File: src/rtl/switch_inport_pkg.sv
// Shared definitions for the board input path: debounce FSM encoding and
// the bit positions of the buttons and switches.
package switch_inport_pkg;

  typedef logic [1:0] dbnc_state_t;

  localparam dbnc_state_t DB_IDLE         = 2'd0;
  localparam dbnc_state_t DB_PRESS_WAIT   = 2'd1;
  localparam dbnc_state_t DB_HELD         = 2'd2;
  localparam dbnc_state_t DB_RELEASE_WAIT = 2'd3;

  localparam int unsigned BTN_RUN     = 0;
  localparam int unsigned BTN_LOAD    = 1;
  localparam int unsigned SW_SEL_BIT  = 9;
  localparam int unsigned SW_DATA_MSB = 8;

endpackage

File: src/rtl/switch_inport_capture_button_debouncer.sv
// One push button: synchroniser chain plus a four-state debouncer that emits
// a single-cycle pulse once a press has been stable long enough.
module button_debouncer
  import switch_inport_pkg::*;
#(
  parameter int unsigned DEBOUNCE_CYCLES = 500000,
  parameter int unsigned SYNC_STAGES     = 2
) (
  input  logic clk,
  input  logic rst,
  input  logic raw_n,
  output logic press_pulse,
  output logic level
);

  localparam int unsigned Stages = (SYNC_STAGES < 2) ? 2 : SYNC_STAGES;
  localparam int unsigned CntW   = (DEBOUNCE_CYCLES > 1) ? $clog2(DEBOUNCE_CYCLES) : 1;
  localparam logic [CntW-1:0] CntLast = CntW'(DEBOUNCE_CYCLES - 1);

  logic [Stages-1:0] sync_q, sync_d;
  dbnc_state_t       state_q, state_d;
  logic [CntW-1:0]   cnt_q, cnt_d;
  logic              pressed;

  // Chain presets to 1 so a reset looks like a released button.
  assign sync_d  = {sync_q[Stages-2:0], raw_n};
  assign pressed = ~sync_q[Stages-1];

  always_comb begin
    state_d     = state_q;
    cnt_d       = cnt_q;
    press_pulse = 1'b0;
    case (state_q)
      DB_IDLE: begin
        if (pressed) begin
          state_d = DB_PRESS_WAIT;
          cnt_d   = '0;
        end
      end
      DB_PRESS_WAIT: begin
        if (!pressed) begin
          state_d = DB_IDLE;
        end else if (cnt_q == CntLast) begin
          state_d     = DB_HELD;
          press_pulse = 1'b1;
        end else begin
          cnt_d = cnt_q + CntW'(1);
        end
      end
      DB_HELD: begin
        if (!pressed) begin
          state_d = DB_RELEASE_WAIT;
          cnt_d   = '0;
        end
      end
      DB_RELEASE_WAIT: begin
        if (pressed) begin
          state_d = DB_HELD;
        end else if (cnt_q == CntLast) begin
          state_d = DB_IDLE;
        end else begin
          cnt_d = cnt_q + CntW'(1);
        end
      end
      default: state_d = DB_IDLE;
    endcase
  end

  assign level = (state_q == DB_HELD) || (state_q == DB_RELEASE_WAIT);

  always_ff @(posedge clk or posedge rst) begin
    if (rst) begin
      sync_q  <= '1;
      state_q <= DB_IDLE;
      cnt_q   <= '0;
    end else begin
      sync_q  <= sync_d;
      state_q <= state_d;
      cnt_q   <= cnt_d;
    end
  end

endmodule

File: src/rtl/switch_inport_capture.sv
// Board input path: debounced run/load buttons and synchronised switches feed
// the two memory-mapped input-port registers with per-port new-data flags.
module switch_inport_capture
  import switch_inport_pkg::*;
#(
  parameter int unsigned WIDTH           = 32,
  parameter int unsigned DEBOUNCE_CYCLES = 500000,
  parameter int unsigned SYNC_STAGES     = 2
) (
  input  logic             clk,
  input  logic             rst,
  input  logic [1:0]       buttons,
  input  logic [9:0]       switches,
  output logic [WIDTH-1:0] inport0,
  output logic [WIDTH-1:0] inport1,
  output logic             inport0_new,
  output logic             inport1_new,
  input  logic             rd_inport0,
  input  logic             rd_inport1,
  output logic             run_pulse
);

  localparam int unsigned Stages = (SYNC_STAGES < 2) ? 2 : SYNC_STAGES;

  logic [Stages-1:0][9:0] sw_sync_q, sw_sync_d;
  logic [WIDTH-1:0]       in0_q, in0_d, in1_q, in1_d;
  logic                   new0_q, new0_d, new1_q, new1_d;
  logic                   run_pulse_q, run_pulse_d;
  logic [1:0]             press;
  logic [1:0]             btn_level;
  logic [9:0]             sw_now;
  logic                   load0, load1;
  logic [WIDTH-1:0]       load_val;
  logic                   unused_level;

  button_debouncer #(
    .DEBOUNCE_CYCLES(DEBOUNCE_CYCLES),
    .SYNC_STAGES    (Stages)
  ) u_dbnc_run (
    .clk        (clk),
    .rst        (rst),
    .raw_n      (buttons[BTN_RUN]),
    .press_pulse(press[BTN_RUN]),
    .level      (btn_level[BTN_RUN])
  );

  button_debouncer #(
    .DEBOUNCE_CYCLES(DEBOUNCE_CYCLES),
    .SYNC_STAGES    (Stages)
  ) u_dbnc_load (
    .clk        (clk),
    .rst        (rst),
    .raw_n      (buttons[BTN_LOAD]),
    .press_pulse(press[BTN_LOAD]),
    .level      (btn_level[BTN_LOAD])
  );

  assign unused_level = ^btn_level;

  assign sw_sync_d = {sw_sync_q[Stages-2:0], switches};
  assign sw_now    = sw_sync_q[Stages-1];

  always_comb begin
    load0       = press[BTN_LOAD] & ~sw_now[SW_SEL_BIT];
    load1       = press[BTN_LOAD] &  sw_now[SW_SEL_BIT];
    load_val    = WIDTH'(sw_now[SW_DATA_MSB:0]);
    in0_d       = load0 ? load_val : in0_q;
    in1_d       = load1 ? load_val : in1_q;
    // A load in the same cycle as a read keeps the flag set.
    new0_d      = load0 ? 1'b1 : (rd_inport0 ? 1'b0 : new0_q);
    new1_d      = load1 ? 1'b1 : (rd_inport1 ? 1'b0 : new1_q);
    run_pulse_d = press[BTN_RUN];
  end

  always_ff @(posedge clk or posedge rst) begin
    if (rst) begin
      sw_sync_q   <= '1;
      in0_q       <= '0;
      in1_q       <= '0;
      new0_q      <= 1'b0;
      new1_q      <= 1'b0;
      run_pulse_q <= 1'b0;
    end else begin
      sw_sync_q   <= sw_sync_d;
      in0_q       <= in0_d;
      in1_q       <= in1_d;
      new0_q      <= new0_d;
      new1_q      <= new1_d;
      run_pulse_q <= run_pulse_d;
    end
  end

  assign inport0     = in0_q;
  assign inport1     = in1_q;
  assign inport0_new = new0_q;
  assign inport1_new = new1_q;
  assign run_pulse   = run_pulse_q;

endmodule

File: config.mk
export PLATFORM = sky130hd
export DESIGN_NAME = switch_inport_capture
export DESIGN_NICKNAME = d
export VERILOG_FILES = /design/src/rtl/switch_inport_pkg.sv /design/src/rtl/switch_inport_capture_button_debouncer.sv /design/src/rtl/switch_inport_capture.sv
export SDC_FILE = /design/constraint.sdc
export NUM_CORES = 1
export LEC_CHECK = 0
export CORE_MARGIN = 4
export CORE_UTILIZATION = 40
export CTS_BUF_LIST = sky130_fd_sc_hd__clkbuf_4 sky130_fd_sc_hd__clkbuf_8 sky130_fd_sc_hd__clkbuf_16
export DETAILED_ROUTE_END_ITERATION = 8
export GPL_TIMING_DRIVEN = 1
export PLACE_DENSITY = 0.71
export SYNTH_ARGS = -nofsm -noshare
export SYNTH_HDL_FRONTEND = slang
export SYNTH_SLANG_ARGS = --single-unit
export TNS_END_PERCENT = 50
File: constraint.sdc
create_clock -name clk -period 5.8 [get_ports clk]
set_clock_uncertainty 0.1 [all_clocks]
set_input_delay 1.16 -clock clk [delete_from_list [all_inputs] [get_ports clk]]
set_output_delay 1.16 -clock clk [all_outputs]
set_load 0.02 [all_outputs]
==> metrics.yaml, run 1 <==
status: "complete, no violations"
grt_start_max_net_pins: 51
gp_congestion: 0.7802
path_max_fanout: 2
grt_pass1_vias: 2482
dp_hpwl_mm: 4.965
worstSkewPairLatency_ns: 0.35
diodes: 0
leakagePower_nw: 2.031
clock_path_buffers: 2
drc: 0
comb_power_share: 0.065
hold-worst-slack_ns: 0.2588
path_cells: "clkdlybuf4s50_1"
wl_mm: 7.207
critical_path.top_delay_family: "buffers and inverters"
max-vdd-ir-drop_uv: 112.3
wl_per_cell_um: 13.25
start_util: 0.4141
crit_path_end_kind: "output pin"
cts.sink_count: 87
grt.total_usage: 0.1265
overflow: 0
via_count: 2723
clkTransAtPathRegs_ns: 0.08
ys_seq_area_frac: 0.5403
die_w_um: 109.1
power-per-cell-area_nw_per_um2: 248.7
root_buffer: "clkbuf_8"
n_fill_cell: 887
core-area_um2: 9864
startpoint_type: "flop"
tightestPinTransition_ns: 1.170
cts_tree: "done"
hold_viol: 0
cp.required_ns: 4.54
ys_types: 49
antenna_found_initial: 0
synth_area_um2: 4085
synth_area_per_cell_um2: 11.07
critPathBufInv: 1
grt_pass1_wl_mm: 11.89
relSlewSlack: 0.2182
final.setup.tns_ns: 0
numCtsBuffers: 9
synth_ff_type: "dfrtp_1"
yosys_warnings: 0
ys_async_sr_fraction: 1.000
slew_violations: 0
numPortBuffers: 36
place_ws_ns: 3.016
finalPower_mw: 1.144
cts_resized: 0
seqPwrFrac: 0.560
sw_frac_of_total: 0.2487
area_delta_synth_final_pct: 12.59
clkPwrFrac: 0.375
drtAntennaViolNets: 0
setup_viol: 0
slowest_stage: "clkdlybuf4s50_1"
crit_type: "flop to output pin"
power.switching_uw: 284.5
setup_slack_ns: 3.213
syn_inst: 369
synth-edff-count: 0
cpPeakStageDelay_ns: 0.62
die-area_um2: 11890
fin_nets: 424
drive_gt1_frac: 0.1703
timing.final.crit_share: 0.4460
hold_class: "flop to flop"
cts_htree_levels: 3
cts_hold_buf: 0
ys_ff_latch: 87
power.internal_uw: 859.4
cap_viol_max_count: 0
post_cts_buffers: 0
io-pin-count: 83
clock.fmax_ghz: 0.3866
crit_arrival_ns: 1.33
placementRows: 36
rsz0062_at_grt: "false"
die_h_um: 109.1
final.min_clock_period_ns: 2.587
drt_iter0_drc: 181
via_per_inst: 5.006
dr.pass1.iters: 4
==> per-layer routing <==
metal  part of all wire  GRT usage
met1               0.45     0.1742
met2               0.46     0.1921
met3              0.076    0.03138
met4              0.013    0.04869
met5                  0          0
==> through the flow <==
step | cell area (um2) | util | instances
floorplan | 4254 | - | 414
finish | 4599 | 0.4663 | 544
detailed placement | 4394 | 0.4455 | 528
global route | 4599 | 0.4663 | 544
global placement | 4394 | 0.4455 | 528
CTS | 4599 | 0.4663 | 544
==> layout make-up <==
type | instances | area, um2 | area share
clock inverters | 6 | 67.56 | 0.01469
inverters | 7 | 27.53 | 0.005985
flip-flops and latches | 87 | 2207 | 0.4799
well taps | 133 | 166.4 | 0.03618
multi-input cells | 263 | 1618 | 0.3517
clock buffers | 10 | 137.6 | 0.02992
repair buffers | 38 | 375.4 | 0.08161
==> cell usage after synthesis (6+ instances only) <==
library cell / n / share of area
dfrtp_1: 63 / 0.39
o21ai_0: 21 / 0.026
nand2_1: 27 / 0.025
buf_4: 46 / 0.085
nor2_1: 29 / 0.027
mux2_2: 10 / 0.028
nand3_1: 25 / 0.031
mux2_4: 9 / 0.033
xor2_1: 13 / 0.028
o31ai_1: 11 / 0.020
dfstp_2: 24 / 0.15
inv_1: 7 / 0.0064
a21oi_1: 6 / 0.0074
nor3_1: 7 / 0.0086
clkbuf_1: 8 / 0.0074
nand4_1: 12 / 0.018
==> sequential cells by signal, summed over array words and instances, names as in the netlist, named ones only <==
signal,flops
inport0,9
inport0_new,1
inport1,9
inport1_new,1
run_pulse,1
sw_now,10
sw_sync_d,10
u_dbnc_load.cnt_q,19
u_dbnc_load.state_q,1
u_dbnc_load.sync_q,2
u_dbnc_run.cnt_q,19
u_dbnc_run.state_q,1
u_dbnc_run.sync_q,2
==> path summary, 6_finish.rpt <==
path	depth (start not counted)	endpoint	start	slack [ns]
worst max-delay path	1	inport0[2]	inport0[2]$_DFFE_PP0P_	3.21
worst min-delay path	0	sw_now[7]$_DFF_PP1_	sw_sync_d[17]$_DFF_PP1_	0.26
worst max register to register	6	inport1[6]$_DFFE_PP0P_	u_dbnc_load.cnt_q[0]$_DFFE_PP0P_	3.23
worst min register to register	0	sw_now[7]$_DFF_PP1_	sw_sync_d[17]$_DFF_PP1_	0.26
max in group asynchronous	3	sw_now[8]$_DFF_PP1_	rst	3.45
min in group asynchronous	2	inport1[3]$_DFFE_PP0P_	rst	1.16
==> logic make-up after synthesis <==
family                     synth area share
AOI/OAI and AO/OA                   0.09005
xor gates and xnor gates            0.03216
adders and majority gates          0.006125
buffers and inverters                0.1051
DFF                                  0.5403
muxes                               0.06309
other                             0.0009180
and+or+nand+nor                      0.1623
==> cells in the final DEF, fill, tap and decap left out, drive strengths merged, types with 3 or more instances in the layout <==
| cell | n |
|---|---|
| dfstp | 24 |
| nand3 | 25 |
| nor2 | 29 |
| conb | 46 |
| or4b | 3 |
| nor4 | 4 |
| inv | 8 |
| dfrtp | 63 |
| nand4 | 12 |
| o31ai | 11 |
| clkdlybuf4s50 | 36 |
| nand2 | 27 |
| and3 | 5 |
| clkbuf | 10 |
| a21oi | 6 |
| nor3 | 7 |
| o41ai | 4 |
| mux2 | 19 |
| a31oi | 5 |
| o21ai | 21 |
| xor2 | 13 |
==> power groups by stage <==
stage | logic (mW) | registers, mW | clock network, mW
floorplan | 0.0812 | 0.647 | 0
global placement | 0.0736 | 0.651 | 0
detailed placement | 0.0744 | 0.652 | 0
CTS | 0.0748 | 0.641 | 0.442
global route | 0.0835 | 0.644 | 0.467
finish | 0.0744 | 0.641 | 0.429
No activity file was read; power rests on OpenSTA's default activity.
==> inputs of run 2 (changes only) <==
--- a/config.mk
+++ b/config.mk
@@ -10,7 +10,7 @@
 export CTS_BUF_LIST = sky130_fd_sc_hd__clkbuf_4 sky130_fd_sc_hd__clkbuf_8 sky130_fd_sc_hd__clkbuf_16
 export DETAILED_ROUTE_END_ITERATION = 8
 export GPL_TIMING_DRIVEN = 1
-export PLACE_DENSITY = 0.71
+export PLACE_DENSITY = 0.73
 export SYNTH_ARGS = -nofsm -noshare
 export SYNTH_HDL_FRONTEND = slang
 export SYNTH_SLANG_ARGS = --single-unit
==> constraint.sdc (replaced) <==
create_clock -name clk -period 2.1 [get_ports clk]
set_clock_uncertainty 0.1 [all_clocks]
set_input_delay 0.42 -clock clk [delete_from_list [all_inputs] [get_ports clk]]
set_output_delay 0.42 -clock clk [all_outputs]
set_load 0.02 [all_outputs]
==> metrics.yaml, run 2 (synthesis gave the netlist of run 1 again) <==
core-area_um2: 9864
relSlewSlack: 0.6264
slew_violations: 0
die_w_um: 109.1
cp.required_ns: 2.24
reg2regPathDepth: 5
crit_type: "flop to flop"
final.min_clock_period_ns: 2.283
cap_viol_max_count: 0
power.internal_mw: 2.266
start_util: 0.4141
leakagePower_nw: 2.236
placementRows: 36
hold-worst-slack_ns: 0.2511
status: "finished, violations left"
timing.final.crit_share: 1.087
critPathBufInv: 0
n_fill_cell: 892
slowest_stage: "or4b_4"
setup_viol: 18
gr-max-usage-layer: "met2"
numPortBuffers: 36
drc: 0
utilization: 0.5037
final.setup.tns_ns: -2.413
overflow: 0
final_common_cell: "dfrtp_1"
root_buffer: "clkbuf_8"
fin_nets: 466
via_count: 2862
numCtsBuffers: 9
hp-start: "sw_sync_d[15]$_DFF_PP1_"
grt_pass1_vias: 2824
die_h_um: 109.1
reg2reg_to: "inport1[0]$_DFFE_PP0P_"
worstSkewPairLatency_ns: 0.35
power.switching_uw: 801.9
wl_per_cell_um: 13.79
hold_viol: 0
grt.total_usage: 0.1446
drive_gt1_frac: 0.2561
clock.fmax_ghz: 0.4381
grtUsageMet3: 0.04381
drt_iter0_drc: 171
cpPeakStageDelay_ns: 0.57
comb_power_share: 0.085
seqPwrFrac: 0.573
tightestPinTransition_ns: 0.5561
final_cells: 586
crit_arrival_ns: 2.43
cts_htree_levels: 3
top_regs: "u_dbnc_load.cnt_q: 19 flops, u_dbnc_run.cnt_q: 19 flops"
r2r_slack_ns: -0.18
rsz0062_at_grt: "true"
dp_hpwl_mm: 5.785
clkPwrFrac: 0.342
critical_path.top_delay_family: "simple AND/OR/NAND/NOR gates"
crit_path_end_kind: "flop"
met2_usage: 0.2377
io-pin-count: 83
min_to: "sw_now[5]$_DFF_PP1_"
mostFrequentLayoutCells: "dfrtp_1 (63), conb_1 (46), buf_4 (41)"
dp.cells: 568
whs_path_depth: 0
diodes: 0
wl_mm: 8.083
via_per_inst: 4.884
cts_hold_buf: 0
grt_pass1_wl_mm: 13.52
finalPower_mw: 3.067
path_cells: "nor4_4, nand2_1, or3_4, or4b_4, mux2_4"
rr_startpoint: "u_dbnc_load.cnt_q[6]$_DFFE_PP0P_"
hold_class: "flop to flop"
cts.sink_count: 87
dr.pass1.iters: 4
drtAntennaViolNets: 0
clock_path_buffers: 2
antenna_found_initial: 0
use_met1: 0.1829
sw_frac_of_total: 0.2614
clkTransAtPathRegs_ns: 0.09
grt_start_max_net_pins: 61
setup_slack_ns: -0.1828
path_max_fanout: 5
cts_tree: "done"
power-per-cell-area_nw_per_um2: 617.4
startpoint_type: "flop"
violations: "negative setup slack"
gp_congestion: 0.8668
die-area_um2: 11890
area_delta_synth_final_pct: 21.62
max-vdd-ir-drop_uv: 444.6
[run 2: cell count changes in the layout (fill, tap and decap cells not counted), moves of 2 or more]
cell,before,now
buf_4,2,41
clkinvlp_4,2,4
mux2_4,9,18
mux2_2,10,1
[run 2: timing repair]
action	CTS	global route
setup buffers	1	0
resized for setup	9	8
endpoints found under the setup margin	20	26
pin swaps	2	0
gates cloned	1	0
[run 2: power by group through the flow]
stage               Sequential (mW)  Clock, mW  Combinational, mW
CTS                            1.76       1.10              0.261
finish                         1.76       1.05              0.259
detailed placement             1.79          0              0.256
floorplan                      1.79          0              0.225
global route                   1.76       1.16              0.290
global placement               1.79          0              0.251
[run 2: stage by stage]
step	worst slack, ns	cell area [um2]
after floorplan	-0.3200	4258
after global placement	-0.2154	4710
after detailed placement	-0.2549	4710
after CTS	-0.1854	4942
after global routing	-0.2639	4969
final	-0.1828	4969
[run 2: area by class of cell]
cell class / count / area [um2] / area share
sequential: 87 / 2207 / 0.4442
multi-input combinational: 264 / 1689 / 0.3400
timing repair buffer: 79 / 699.4 / 0.1408
clock buffer: 10 / 131.4 / 0.02644
inverter: 7 / 30.03 / 0.006044
clock inverter: 6 / 45.04 / 0.009066
tap: 133 / 166.4 / 0.03349
[run 2: layer usage]
| layer | vias to the layer above | routed length [um] |
|---|---|---|
| met3 | 8 | 516 |
| met5 | - | 0 |
| met2 | 84 | 3898 |
| met1 | 1401 | 3591 |
| met4 | 0 | 76 |
| li1 | 1369 | - |
[run 2: how the worst max path moves through the flow]
stage | slack (ns) | end | startpoint | cells after the start
4_1_cts | -0.19 | inport1[6]$_DFFE_PP0P_ | u_dbnc_load.cnt_q[6]$_DFFE_PP0P_ | 5
3_3_place_gp | -0.22 | inport1[5]$_DFFE_PP0P_ | u_dbnc_load.cnt_q[0]$_DFFE_PP0P_ | 6
3_5_place_dp | -0.25 | inport1[0]$_DFFE_PP0P_ | u_dbnc_load.cnt_q[1]$_DFFE_PP0P_ | 6
2_1_floorplan | -0.32 | inport1[0]$_DFFE_PP0P_ | u_dbnc_load.cnt_q[0]$_DFFE_PP0P_ | 7
6_report | -0.18 | inport1[0]$_DFFE_PP0P_ | u_dbnc_load.cnt_q[6]$_DFFE_PP0P_ | 5
5_1_grt | -0.26 | inport1[6]$_DFFE_PP0P_ | u_dbnc_load.cnt_q[6]$_DFFE_PP0P_ | 5
[run 2: worst reg2reg max path, cell delays in order (launching register included)]
cell	delay, ns
dfrtp_1	0.42
nor4_4	0.29
nand2_1	0.08
or3_4	0.39
or4b_4	0.57
mux2_4	0.33
==> inputs of run 3 (changes only) <==
--- a/config.mk
+++ b/config.mk
@@ -14,4 +14,4 @@
 export SYNTH_ARGS = -nofsm -noshare
 export SYNTH_HDL_FRONTEND = slang
 export SYNTH_SLANG_ARGS = --single-unit
-export TNS_END_PERCENT = 50
+export TNS_END_PERCENT = 5
==> metrics.yaml, run 3 (synthesis gave the netlist of run 1 again) <==
clkTransAtPathRegs_ns: 0.09
drt_iter0_drc: 196
path_max_fanout: 5
cts.sink_count: 87
dr.pass1.iters: 4
r2r_slack_ns: -0.18
dp_hpwl_mm: 5.785
cpPeakStageDelay_ns: 0.57
worstSkewPairLatency_ns: 0.36
mostFrequentLayoutCells: "dfrtp_1 (63), conb_1 (46), buf_4 (40)"
cap_viol_max_count: 0
hold_viol: 0
top_regs: "u_dbnc_load.cnt_q: 19 flops, u_dbnc_run.cnt_q: 19 flops"
gp_congestion: 0.8668
grt_pass1_vias: 2811
stdcell_area_um2: 4966
io-pin-count: 83
setup_slack_ns: -0.1835
startpoint: "u_dbnc_load.cnt_q[6]$_DFFE_PP0P_"
crit_type: "flop to flop"
setup_viol: 18
grt.total_usage: 0.1439
area_delta_synth_final_pct: 21.56
endpoint: "inport1[0]$_DFFE_PP0P_"
die_h_um: 109.1
wl_per_cell_um: 13.91
root_buffer: "clkbuf_8"
utilization: 0.5034
reg2regPathDepth: 5
die-area_um2: 11890
leakagePower_nw: 2.240
clock_path_buffers: 2
relSlewSlack: 0.6291
via_per_inst: 4.956
finalPower_mw: 3.070
numPortBuffers: 36
final.min_clock_period_ns: 2.284
placedInstanceArea_um2: 4710
start_util: 0.4141
cts_tree: "done"
drc: 0
timing.final.crit_share: 1.087
slew_violations: 0
final.setup.tns_ns: -2.427
antenna_found_initial: 0
max-vdd-ir-drop_uv: 444.6
overflow: 0
placementRows: 36
fin_nets: 465
grt_start_max_net_pins: 61
reg2reg_to: "inport1[0]$_DFFE_PP0P_"
crit_path_end_kind: "flop"
hold_class: "flop to flop"
status: "finished, violations left"
crit_arrival_ns: 2.43
cts_htree_levels: 3
wl_mm: 8.139
die_w_um: 109.1
rsz0062_at_grt: "true"
drtAntennaViolNets: 0
numCtsBuffers: 9
via_count: 2899
critical_path.top_delay_family: "simple AND/OR/NAND/NOR gates"
startpoint_type: "flop"
grt_pass1_wl_mm: 13.45
final_common_cell: "dfrtp_1"
core-area_um2: 9864
rr_startpoint: "u_dbnc_load.cnt_q[6]$_DFFE_PP0P_"
tightestPinTransition_ns: 0.5524
diodes: 0
power-per-cell-area_nw_per_um2: 618.3
slowest_stage: "or4b_4"
cp.required_ns: 2.24
drive_gt1_frac: 0.2566
place_ws_ns: -0.2549
clock.fmax_ghz: 0.4379
violations: "negative setup slack"
path_depth: 5
path_cells: "nor4_4, nand2_1, or3_4, or4b_4, mux2_4"
critPathBufInv: 0
## run 3: stage by stage
stage / hold WS (ns) / instances
2_1_floorplan: 0.2452 / 414
3_3_place_gp: 0.2454 / 568
3_5_place_dp: 0.2473 / 568
4_1_cts: 0.2560 / 585
5_1_grt: 0.2600 / 585
6_report: 0.2516 / 585
## run 3: how the worst min path moves through the flow
stage / startpoint / endpoint / slack, ns / cells past startpoint
floorplan: sw_sync_d[10]$_DFF_PP1_ / sw_now[0]$_DFF_PP1_ / 0.25 / 0
CTS: sw_sync_d[18]$_DFF_PP1_ / sw_now[8]$_DFF_PP1_ / 0.26 / 0
finish: sw_sync_d[15]$_DFF_PP1_ / sw_now[5]$_DFF_PP1_ / 0.25 / 0
global route: sw_sync_d[19]$_DFF_PP1_ / sw_now[9]$_DFF_PP1_ / 0.26 / 0
detailed placement: sw_sync_d[18]$_DFF_PP1_ / sw_now[8]$_DFF_PP1_ / 0.25 / 0
global placement: sw_sync_d[10]$_DFF_PP1_ / sw_now[0]$_DFF_PP1_ / 0.25 / 0
## run 3: routing by layer
metal	global-route usage	vias to the layer above	wire length [um]	part of all wire
met5	0	-	0	0
met4	0.04509	0	79	0.0097
met3	0.04381	8	574	0.071
met2	0.2360	100	3946	0.48
met1	0.1822	1422	3538	0.43
li1	-	1369	-	-
## run 3: final cells by class
type,count,area (um2)
Sequential cell,87,2207
Timing Repair Buffer,78,691.9
Tap cell,133,166.4
Inverter,7,30.03
Fill cell,890,4898
Clock buffer,10,131.4
Multi-Input combinational cell,264,1694
Clock inverter,6,45.04
## run 3: power by group
group | internal [mW] | switching (mW) | total (mW)
clock network | 0.449 | 0.604 | 1.05
registers | 1.73 | 0.0266 | 1.76
logic | 0.0829 | 0.176 | 0.258
total | 2.26 | 0.806 | 3.07
## run 3: timing repair
action | in CTS | in global routing
resized for setup | 4 | 14
pin swaps | 1 | 0
gates cloned | 1 | 0
hold buffers | 0 | 0
endpoints found under the setup margin | 20 | 25
buffers inserted | 0 | 0
